[config.mk]
export PLATFORM = sky130hd
export DESIGN_NAME = encoder_quad_decoder
export DESIGN_NICKNAME = d
export VERILOG_FILES = /design/src/rtl/encoder_quad_decoder.sv
export SDC_FILE = /design/constraint.sdc
export NUM_CORES = 1
export LEC_CHECK = 0
export ABC_AREA = 1
export ABC_CLOCK_PERIOD_IN_PS = 7200
export CAP_MARGIN = 20
export CELL_PAD_IN_SITES_DETAIL_PLACEMENT = 0
export CELL_PAD_IN_SITES_GLOBAL_PLACEMENT = 1
export CORE_MARGIN = 1
export CORE_UTILIZATION = 44
export DETAILED_ROUTE_END_ITERATION = 6
export PLACE_DENSITY_LB_ADDON = 0.1
export SYNTH_ARGS = -nofsm -noshare
export SYNTH_HDL_FRONTEND = slang
export SYNTH_SLANG_ARGS = --single-unit
[constraint.sdc]
create_clock -name clk -period 7.2 [get_ports clk]
set_input_delay 0.72 -clock clk [delete_from_list [all_inputs] [get_ports clk]]
set_output_delay 0.72 -clock clk [all_outputs]
set_load 0.05 [all_outputs]
[src/rtl/encoder_quad_decoder.sv]
// -----------------------------------------------------------------------------
// encoder_quad_decoder
//
// Quadrature rotary-encoder front end. Synchronizes the asynchronous A/B pins,
// debounces them at the rate of an external one-cycle sample strobe, and
// decodes debounced Gray-code transitions into a wrapping up/down position
// count with a direction bit and a one-cycle step pulse.
//
// Parameters:
//   WIDTH   position counter width (2..16)
//   STABLE  consecutive agreeing strobe samples needed to move the debounced
//           state (1..15)
//
// Ports:
//   clk     in   clock, all state on rising edge
//   rst_n   in   asynchronous active-low reset
//   strobe  in   one-cycle sample enable
//   enc_a   in   encoder channel A (asynchronous)
//   enc_b   in   encoder channel B (asynchronous)
//   clear   in   synchronous clear of value and err
//   value   out  position count, two's-complement wrap
//   dir     out  direction of last counted step (1 = up)
//   step    out  one-cycle pulse per counted step
//   err     out  sticky illegal-transition flag
//
// Build option:
//   ENCODER_QUAD_ERR_EN  when defined, illegal (both-bit) transitions set the
//                        sticky err flag; otherwise err is tied to 0.
// -----------------------------------------------------------------------------
module encoder_quad_decoder #(
   parameter int unsigned WIDTH  = 8,
   parameter int unsigned STABLE = 3
) (
   input  logic             clk,
   input  logic             rst_n,
   input  logic             strobe,
   input  logic             enc_a,
   input  logic             enc_b,
   input  logic             clear,
   output logic [WIDTH-1:0] value,
   output logic             dir,
   output logic             step,
   output logic             err
);

   localparam logic [3:0]       STABLE_L = 4'(STABLE);
   localparam logic [WIDTH-1:0] ONE      = WIDTH'(1);

   // Synchronizer and debounce state
   logic [1:0] sync1_q;
   logic [1:0] sync2_q;
   logic [1:0] cand_q;
   logic [3:0] run_q;
   logic [3:0] run_d;
   logic [1:0] deb_q;
   logic [1:0] prev_q;
   logic       primed_q;
   logic       deb_load;

   // Decode
   logic [1:0] pos_new;
   logic [1:0] pos_old;
   logic [1:0] delta;
   logic       changed;
   logic       is_fwd;
   logic       is_rev;
   logic       is_bad;

   // ---------------------------------------------------------------------------
   // Debounce run counter. A sample that disagrees with the candidate restarts
   // the run at 1; an agreeing sample extends it, saturating at STABLE.
   // ---------------------------------------------------------------------------
   always_comb begin
      run_d = run_q;
      if (sync2_q != cand_q) begin
         run_d = 4'd1;
      end else if (run_q < STABLE_L) begin
         run_d = run_q + 4'd1;
      end
   end

   // deb loads on the strobe whose sample makes the run reach STABLE. Once
   // saturated on the same candidate, further strobes are not new loads.
   assign deb_load = strobe && (run_d == STABLE_L) &&
                     ((run_q != STABLE_L) || (sync2_q != cand_q));

   // ---------------------------------------------------------------------------
   // Gray to binary position: 00->0, 01->1, 11->2, 10->3. A forward step is a
   // +1 move modulo 4, reverse is -1, and +2 means both pins changed at once.
   // ---------------------------------------------------------------------------
   always_comb begin
      pos_new = {deb_q[1], deb_q[1] ^ deb_q[0]};
      pos_old = {prev_q[1], prev_q[1] ^ prev_q[0]};
      delta   = pos_new - pos_old;
      changed = primed_q && (deb_q != prev_q);
      is_fwd  = changed && (delta == 2'd1);
      is_rev  = changed && (delta == 2'd3);
      is_bad  = changed && (delta == 2'd2);
   end

   // ---------------------------------------------------------------------------
   // Synchronizer, debounce and priming state
   // ---------------------------------------------------------------------------
   always_ff @(posedge clk or negedge rst_n) begin
      if (!rst_n) begin
         sync1_q  <= 2'b00;
         sync2_q  <= 2'b00;
         cand_q   <= 2'b00;
         run_q    <= 4'd0;
         deb_q    <= 2'b00;
         prev_q   <= 2'b00;
         primed_q <= 1'b0;
      end else begin
         sync1_q <= {enc_a, enc_b};
         sync2_q <= sync1_q;

         if (strobe) begin
            cand_q <= sync2_q;
            run_q  <= run_d;
         end

         if (deb_load) begin
            deb_q <= sync2_q;
         end

         // The first debounced state after reset seeds prev directly so that
         // it is never seen as a transition.
         if (deb_load && !primed_q) begin
            prev_q   <= sync2_q;
            primed_q <= 1'b1;
         end else begin
            prev_q <= deb_q;
         end
      end
   end

   // ---------------------------------------------------------------------------
   // Registered outputs. Clear wins over a simultaneous step for value, but
   // step and dir still report the step.
   // ---------------------------------------------------------------------------
   always_ff @(posedge clk or negedge rst_n) begin
      if (!rst_n) begin
         value <= '0;
         dir   <= 1'b0;
         step  <= 1'b0;
      end else begin
         step <= is_fwd || is_rev;

         if (is_fwd || is_rev) begin
            dir <= is_fwd;
         end

         if (clear) begin
            value <= '0;
         end else if (is_fwd) begin
            value <= value + ONE;
         end else if (is_rev) begin
            value <= value - ONE;
         end
      end
   end

`ifdef ENCODER_QUAD_ERR_EN
   always_ff @(posedge clk or negedge rst_n) begin
      if (!rst_n) begin
         err <= 1'b0;
      end else if (clear) begin
         err <= 1'b0;
      end else if (is_bad) begin
         err <= 1'b1;
      end
   end
`else
   assign err = 1'b0;

   // Illegal transitions are dropped silently in this build.
   logic unused_bad;
   assign unused_bad = is_bad;
`endif

endmodule

==> qor.yml, run 1 <==
global_routing:
  grt_use_total: 0.1751
  grt_max_degree: 26
  grt.overflow.total: 0
  antenna_found_initial: 0
  grt_first_pass_wirelength_mm: 4.705
  first_global_vias: 1100
min_path:
  hold_path_startpoint: "sync1_q[0]"
  hold_path_end: "sync2_q[0]"
  whs_path_depth: 0
  hold_path_class: "register to register"
floorplan:
  ios: 17
  die_w_microns: 59.88
  core_sq_mm: 0.003103
  die_y_microns: 59.88
  rows: 20
  start_util: 0.4750
  dieArea_sq_mm: 0.003585
worst_setup_path:
  cp_max_fo: 9
  start_kind: "register"
  worstReg2RegEnd: "value[7]"
  criticalPathCategory: "register to register"
  reg2regPathDepth: 13
  worstPathArrival_ns: 3.01
  cp-end-kind: "register"
  r2r_slack_ns: 4.43
  worstReg2RegStart: "deb_q[1]"
  crit_required_ns: 7.44
clocking:
  cts_setup_buffers: 0
  cts_tree: "done"
  clk_latency_ns: 0.32
  ctsResizeCount: 0
  clock_tree.htree_level_count: 1
  clock_sinks: 25
  numCtsBuffers: 3
  root_buffer: "clkbuf_4"
  clk_path_buf_depth: 2
  hold_buffers: 0
  cts.clk_slew.worst_paths_ns: 0.15
routing:
  route.detailed.drc: 0
  vias_per_cell: 4.720
  routedWlPerCell_microns: 10.80
  drt_iter0_markers: 25
  drt.antenna.violating_nets: 0
  postRouteWirelength_mm: 2.582
  first_pass_iters: 4
  vias: 1128
run:
  drv_cap: 0
sta:
  finalHoldViolations: 0
  tightest_slew_ns: 0.4991
  finalSetupTns_ns: 0
  max_freq_ghz: 0.3604
  setup-violations-final: 0
  hold_ws_ns: 0.3669
  finalCritPeriodShare: 0.3854
  relSlewSlack: 0.6662
  rsz0062_at_grt: "no"
  maxSlewViolCount: 0
  min_period_ns: 2.775
  fin_skew_ns: 0.003993
placement:
  gp_congestion: 0.8090
  place.port_buffers: 15
  dp_hpwl_mm: 2.012
cells_and_area:
  diodes: 0
  drive_gt1_frac: 0.1026
  num-nets-final: 211
  area_growth_pct: 15.62
synth:
  yosysSeqAreaShare: 0.4244
  synth_adder_area_share: 0.08149
  synth_cell_types: 27
  synth_top_family_by_area: "simple AND/OR/NAND/NOR gates"
  synth-compound-area-share: 0.06876
  synth-simple-area-share: 0.3039
  yosysWarnings: 0
  ys_ff_latch: 25
  synthCells: 177
  synth_nets: 192
  synthesis.area_sq_mm: 0.001474
  synth_area_per_cell_sq_um: 8.327
  synthXorXnorAreaFrac: 0.05942
  synthMuxAreaShare: 0
outcome:
  status: "complete, no violations"
==> per-stage QoR <==
stage	utilization	setup slack (ns)	cell area (sq um)	instances
after floorplan	-	4.771	1474	177
after global placement	0.5395	4.545	1674	235
after detailed placement	0.5395	4.445	1674	235
after CTS	0.5492	4.415	1704	239
after global routing	0.5492	4.148	1704	239
final	0.5492	4.425	1704	239
==> registers in the layout, summed over array words and instances (netlist names) <==
name and cells:
cand_q 2, deb_q 2, dir 1, prev_q 2
primed_q 1, run_q 4, step 1, sync1_q 2
sync2_q 2, value 8
==> per-layer routing <==
metal / track usage / part of all wire
met5: 0 / 0
met4: 0.05980 / 0.0077
met2: 0.2762 / 0.46
met1: 0.2435 / 0.51
met3: 0.02814 / 0.027
==> kinds of logic (layout without fill, tap and decap cells) <==
family	Yosys count	after routing
buffers and inverters	22	40
other	1	1
adders and majority gates	9	9
and+or+nand+nor	91	91
xor gates and xnor gates	10	10
DFF	25	25
AOI/OAI and AO/OA	19	19
==> how the worst max path moves through the flow <==
stage	to	slack [ns]	start
2_1_floorplan	value[5]	4.77	deb_q[1]
3_3_place_gp	value[7]	4.55	deb_q[1]
3_5_place_dp	value[7]	4.44	deb_q[1]
4_1_cts	value[7]	4.41	deb_q[1]
5_1_grt	value[7]	4.15	deb_q[1]
6_report	value[7]	4.43	deb_q[1]
==> cell usage after synthesis <==
library cell  instances  area (sq um)
nand2_1              49         183.9
dfrtp_1              25         625.6
inv_1                19         71.32
nor2_1               12         45.04
nand3_1              11         55.05
o21ai_0               9         45.04
ha_1                  8         100.1
a21oi_1               6         30.03
nand2_2               6         37.54
xor2_1                6         52.55
xnor2_1               4         35.03
nand2_4               3         33.78
nor3_1                3         15.01
nor2_8                2         40.04
o21ai_1               2         10.01
a21o_1                1         7.510
a21oi_2               1         8.760
buf_4                 1         7.510
clkbuf_2              1         5.000
conb_1                1         3.750
fa_1                  1         20.02
inv_2                 1         3.750
nand3b_1              1         7.510
nand4_1               1         6.260
nor2_2                1         6.260
nor2_4                1         11.26
or2_1                 1         6.260
==> worst max-delay path, cell delays in order (launching register included) <==
cell and delay [ns]:
dfrtp_1 0.47, xnor2_1 0.16, ha_1 0.39, nor2_1 0.17, nand3_1 0.32, ha_1 0.47
nand2_1 0.09, nand2_1 0.07, nand3_1 0.07, nand2_1 0.05, a21oi_1 0.19, nand3_1 0.10
nand3_1 0.08, nand2_1 0.05
==> cell usage in the layout, fill, tap and decap left out <==
cell / n
ha_1: 8
nor2_4: 1
conb_1: 1
nand2_2: 6
nand2_1: 49
nand3_1: 11
inv_1: 19
nand2_4: 3
nand4_1: 1
a21o_1: 1
a21oi_1: 6
dfrtp_1: 25
clkdlybuf4s50_1: 15
o21ai_1: 2
nand3b_1: 1
o21ai_0: 9
a21oi_2: 1
nor2_2: 1
inv_2: 1
nor2_8: 2
xor2_1: 6
nor2_1: 12
buf_4: 1
or2_1: 1
clkinvlp_4: 1
xnor2_1: 4
clkbuf_4: 3
nor3_1: 3
fa_1: 1
==> layout make-up <==
type / instances / area, sq um
inverters: 20 / 75.07
flip-flops and latches: 25 / 625.6
multi-input cells: 130 / 760.7
well taps: 44 / 55.05
repair buffers: 16 / 157.7
clock inverters: 1 / 7.507
fillers: 310 / 1399
clock buffers: 3 / 22.52
Power of run 1 is not shown: default switching activity piles up to over one toggle a cycle in this logic, so the estimate is an artifact.
==> run 2, diff against run 1 <==
--- a/config.mk
+++ b/config.mk
@@ -6,12 +6,12 @@
 export NUM_CORES = 1
 export LEC_CHECK = 0
 export ABC_AREA = 1
-export ABC_CLOCK_PERIOD_IN_PS = 7200
+export ABC_CLOCK_PERIOD_IN_PS = 2400
 export CAP_MARGIN = 20
 export CELL_PAD_IN_SITES_DETAIL_PLACEMENT = 0
 export CELL_PAD_IN_SITES_GLOBAL_PLACEMENT = 1
 export CORE_MARGIN = 1
-export CORE_UTILIZATION = 44
+export CORE_UTILIZATION = 37
 export DETAILED_ROUTE_END_ITERATION = 6
 export PLACE_DENSITY_LB_ADDON = 0.1
 export SYNTH_ARGS = -nofsm -noshare
==> constraint.sdc (replaced) <==
create_clock -name clk -period 2.4 [get_ports clk]
set_input_delay 0.24 -clock clk [delete_from_list [all_inputs] [get_ports clk]]
set_output_delay 0.24 -clock clk [all_outputs]
set_load 0.05 [all_outputs]
==> run 2 against run 1 <==
  * Critical path depth decreased by 2
  * First-iteration DRC count rose to 2.6 times the previous value
  * Clock skew down 0.0019 ns
  * Wire length grew 13%
  * Cell count increased by 7.9%
  * Non-clock buffer count grew 15
  * Critical endpoint is now value[3]
==> qor.yml, run 2 (synthesis gave the netlist of run 1 again) <==
worst_setup_path:
  critPathMostFrequentCell: "xnor2_1"
  start_kind: "register"
  cpMaxStageDelayCell: "dfrtp_1"
  cp-end-kind: "register"
  crit_required_ns: 2.56
  worstPathCellList: "xnor2_1, ha_2, nor2_4, nand3_4, buf_6, ha_4, a21oi_2, nand2_2, buf_4, xnor2_1, o21ai_1"
  cp_max_fo: 8
  slowest_delay_ns: 0.40
  worstPathArrival_ns: 2.47
  cp_num_buf_inv: 2
  path_delay_family: "adder cells"
  criticalPathCategory: "register to register"
cells_and_area:
  regArea_sq_um: 625.6
  fin_area_sq_mm: 0.001972
  num-nets-final: 226
  drive_gt1_frac: 0.2762
  top_regs: "value: 8 flops, run_q: 4 flops"
  final_common_cell: "nand2_1"
  largest_reg_flops: 8
  diodes: 0
  fill_cells: 371
  top_register: "value"
  layout_common_cells: "nand2_1 (41), dfrtp_1 (25), inv_1 (19), clkdlybuf4s50_1 (15)"
  area_growth_pct: 33.79
  multi_input_area_sq_um: 884.6
sta:
  maxSlewViolCount: 0
  fin_skew_ns: 0.002047
  finalCritPeriodShare: 0.9609
  tightest_slew_ns: 0.5053
  setup-violations-final: 0
  min_period_ns: 2.306
  rsz0062_at_grt: "yes"
  setup_slack_ns: 0.09387
  relSlewSlack: 0.6621
  finalHoldViolations: 0
  max_freq_ghz: 0.4336
global_routing:
  antenna_found_initial: 0
  first_global_vias: 1203
  grt.overflow.total: 0
  grt_max_degree: 26
  grt_use_total: 0.1551
  grt_first_pass_wirelength_mm: 5.202
run:
  drv_cap: 0
placement:
  gp_congestion: 0.7836
  dp_hpwl_mm: 2.125
  place.port_buffers: 15
  placed_area_sq_mm: 0.001714
  dp_slack_ns: -0.03135
clocking:
  clk_path_buf_depth: 2
  cts_tree: "done"
  cts.clk_slew.worst_paths_ns: 0.09
  numCtsBuffers: 3
  clk_latency_ns: 0.27
  root_buffer: "clkbuf_8"
  clock_tree.htree_level_count: 1
  clock_sinks: 25
  hold_buffers: 0
routing:
  drt_iter0_markers: 65
  drt.antenna.violating_nets: 0
  route.detailed.drc: 0
  wl_met3_microns: 67
  routedWlPerCell_microns: 11.32
  vias: 1174
  wl_met2_mm: 1.390
  vias_per_cell: 4.550
  maxUsedRoutingLayer: "met4"
  first_pass_iters: 4
  met1_length_mm: 1.438
  postRouteWirelength_mm: 2.921
floorplan:
  start_util: 0.3937
  ios: 17
  core_sq_mm: 0.003744
  die_y_microns: 65.12
  rows: 22
  dieArea_sq_mm: 0.004240
  die_w_microns: 65.12
min_path:
  hold_path_class: "primary input to async pin"
outcome:
  status: "complete, no violations"
## run 2: changes by cell type in the layout (fill, tap and decap cells not counted), sizes merged
| cell | before | now |
|---|---|---|
| buf | 1 | 16 |
## run 2: metrics by stage
step	TNS, ns	cells	util	hold WS [ns]
floorplan	0	177	-	-0.05559
global placement	0	243	0.4579	0.3356
detailed placement	-0.03738	243	0.4579	0.3347
CTS	0	250	0.4870	0.3438
global route	-0.3982	258	0.5267	0.3531
finish	0	258	0.5267	0.3351
## run 2: worst paths after layout
check                           start    endpoint  slack [ns]  cells past startpoint
min in group clk           sync1_q[1]  sync2_q[1]        0.35                      0
max in group asynchronous       rst_n    deb_q[1]        1.82                      2
setup / recovery             deb_q[1]    value[3]        0.09                     11
hold / removal                  rst_n    run_q[1]        0.34                      2
hold reg to reg            sync1_q[1]  sync2_q[1]        0.35                      0
setup reg to reg             deb_q[1]    value[3]        0.09                     11
## run 2: layout make-up
type,instances,area share
clock inverter,1,0.003807
clock buffer,3,0.02094
sequential,25,0.3173
inverter,20,0.03807
tap,48,0.03046
multi-input combinational,130,0.4486
timing repair buffer,31,0.1409
## run 2: what timing repair did
item	CTS	global route
pin swaps	1	19
endpoints found under the setup margin	2	4
cloned	0	0
gates resized for setup	5	24
setup buffers	3	8
## run 2: metal layers
layer	vias to the layer above	global-route usage
met1	535	0.2080
li1	621	-
met3	4	0.02778
met5	-	0
met4	0	0.03261
met2	14	0.2617
Power of run 2 is left out for the same reason.
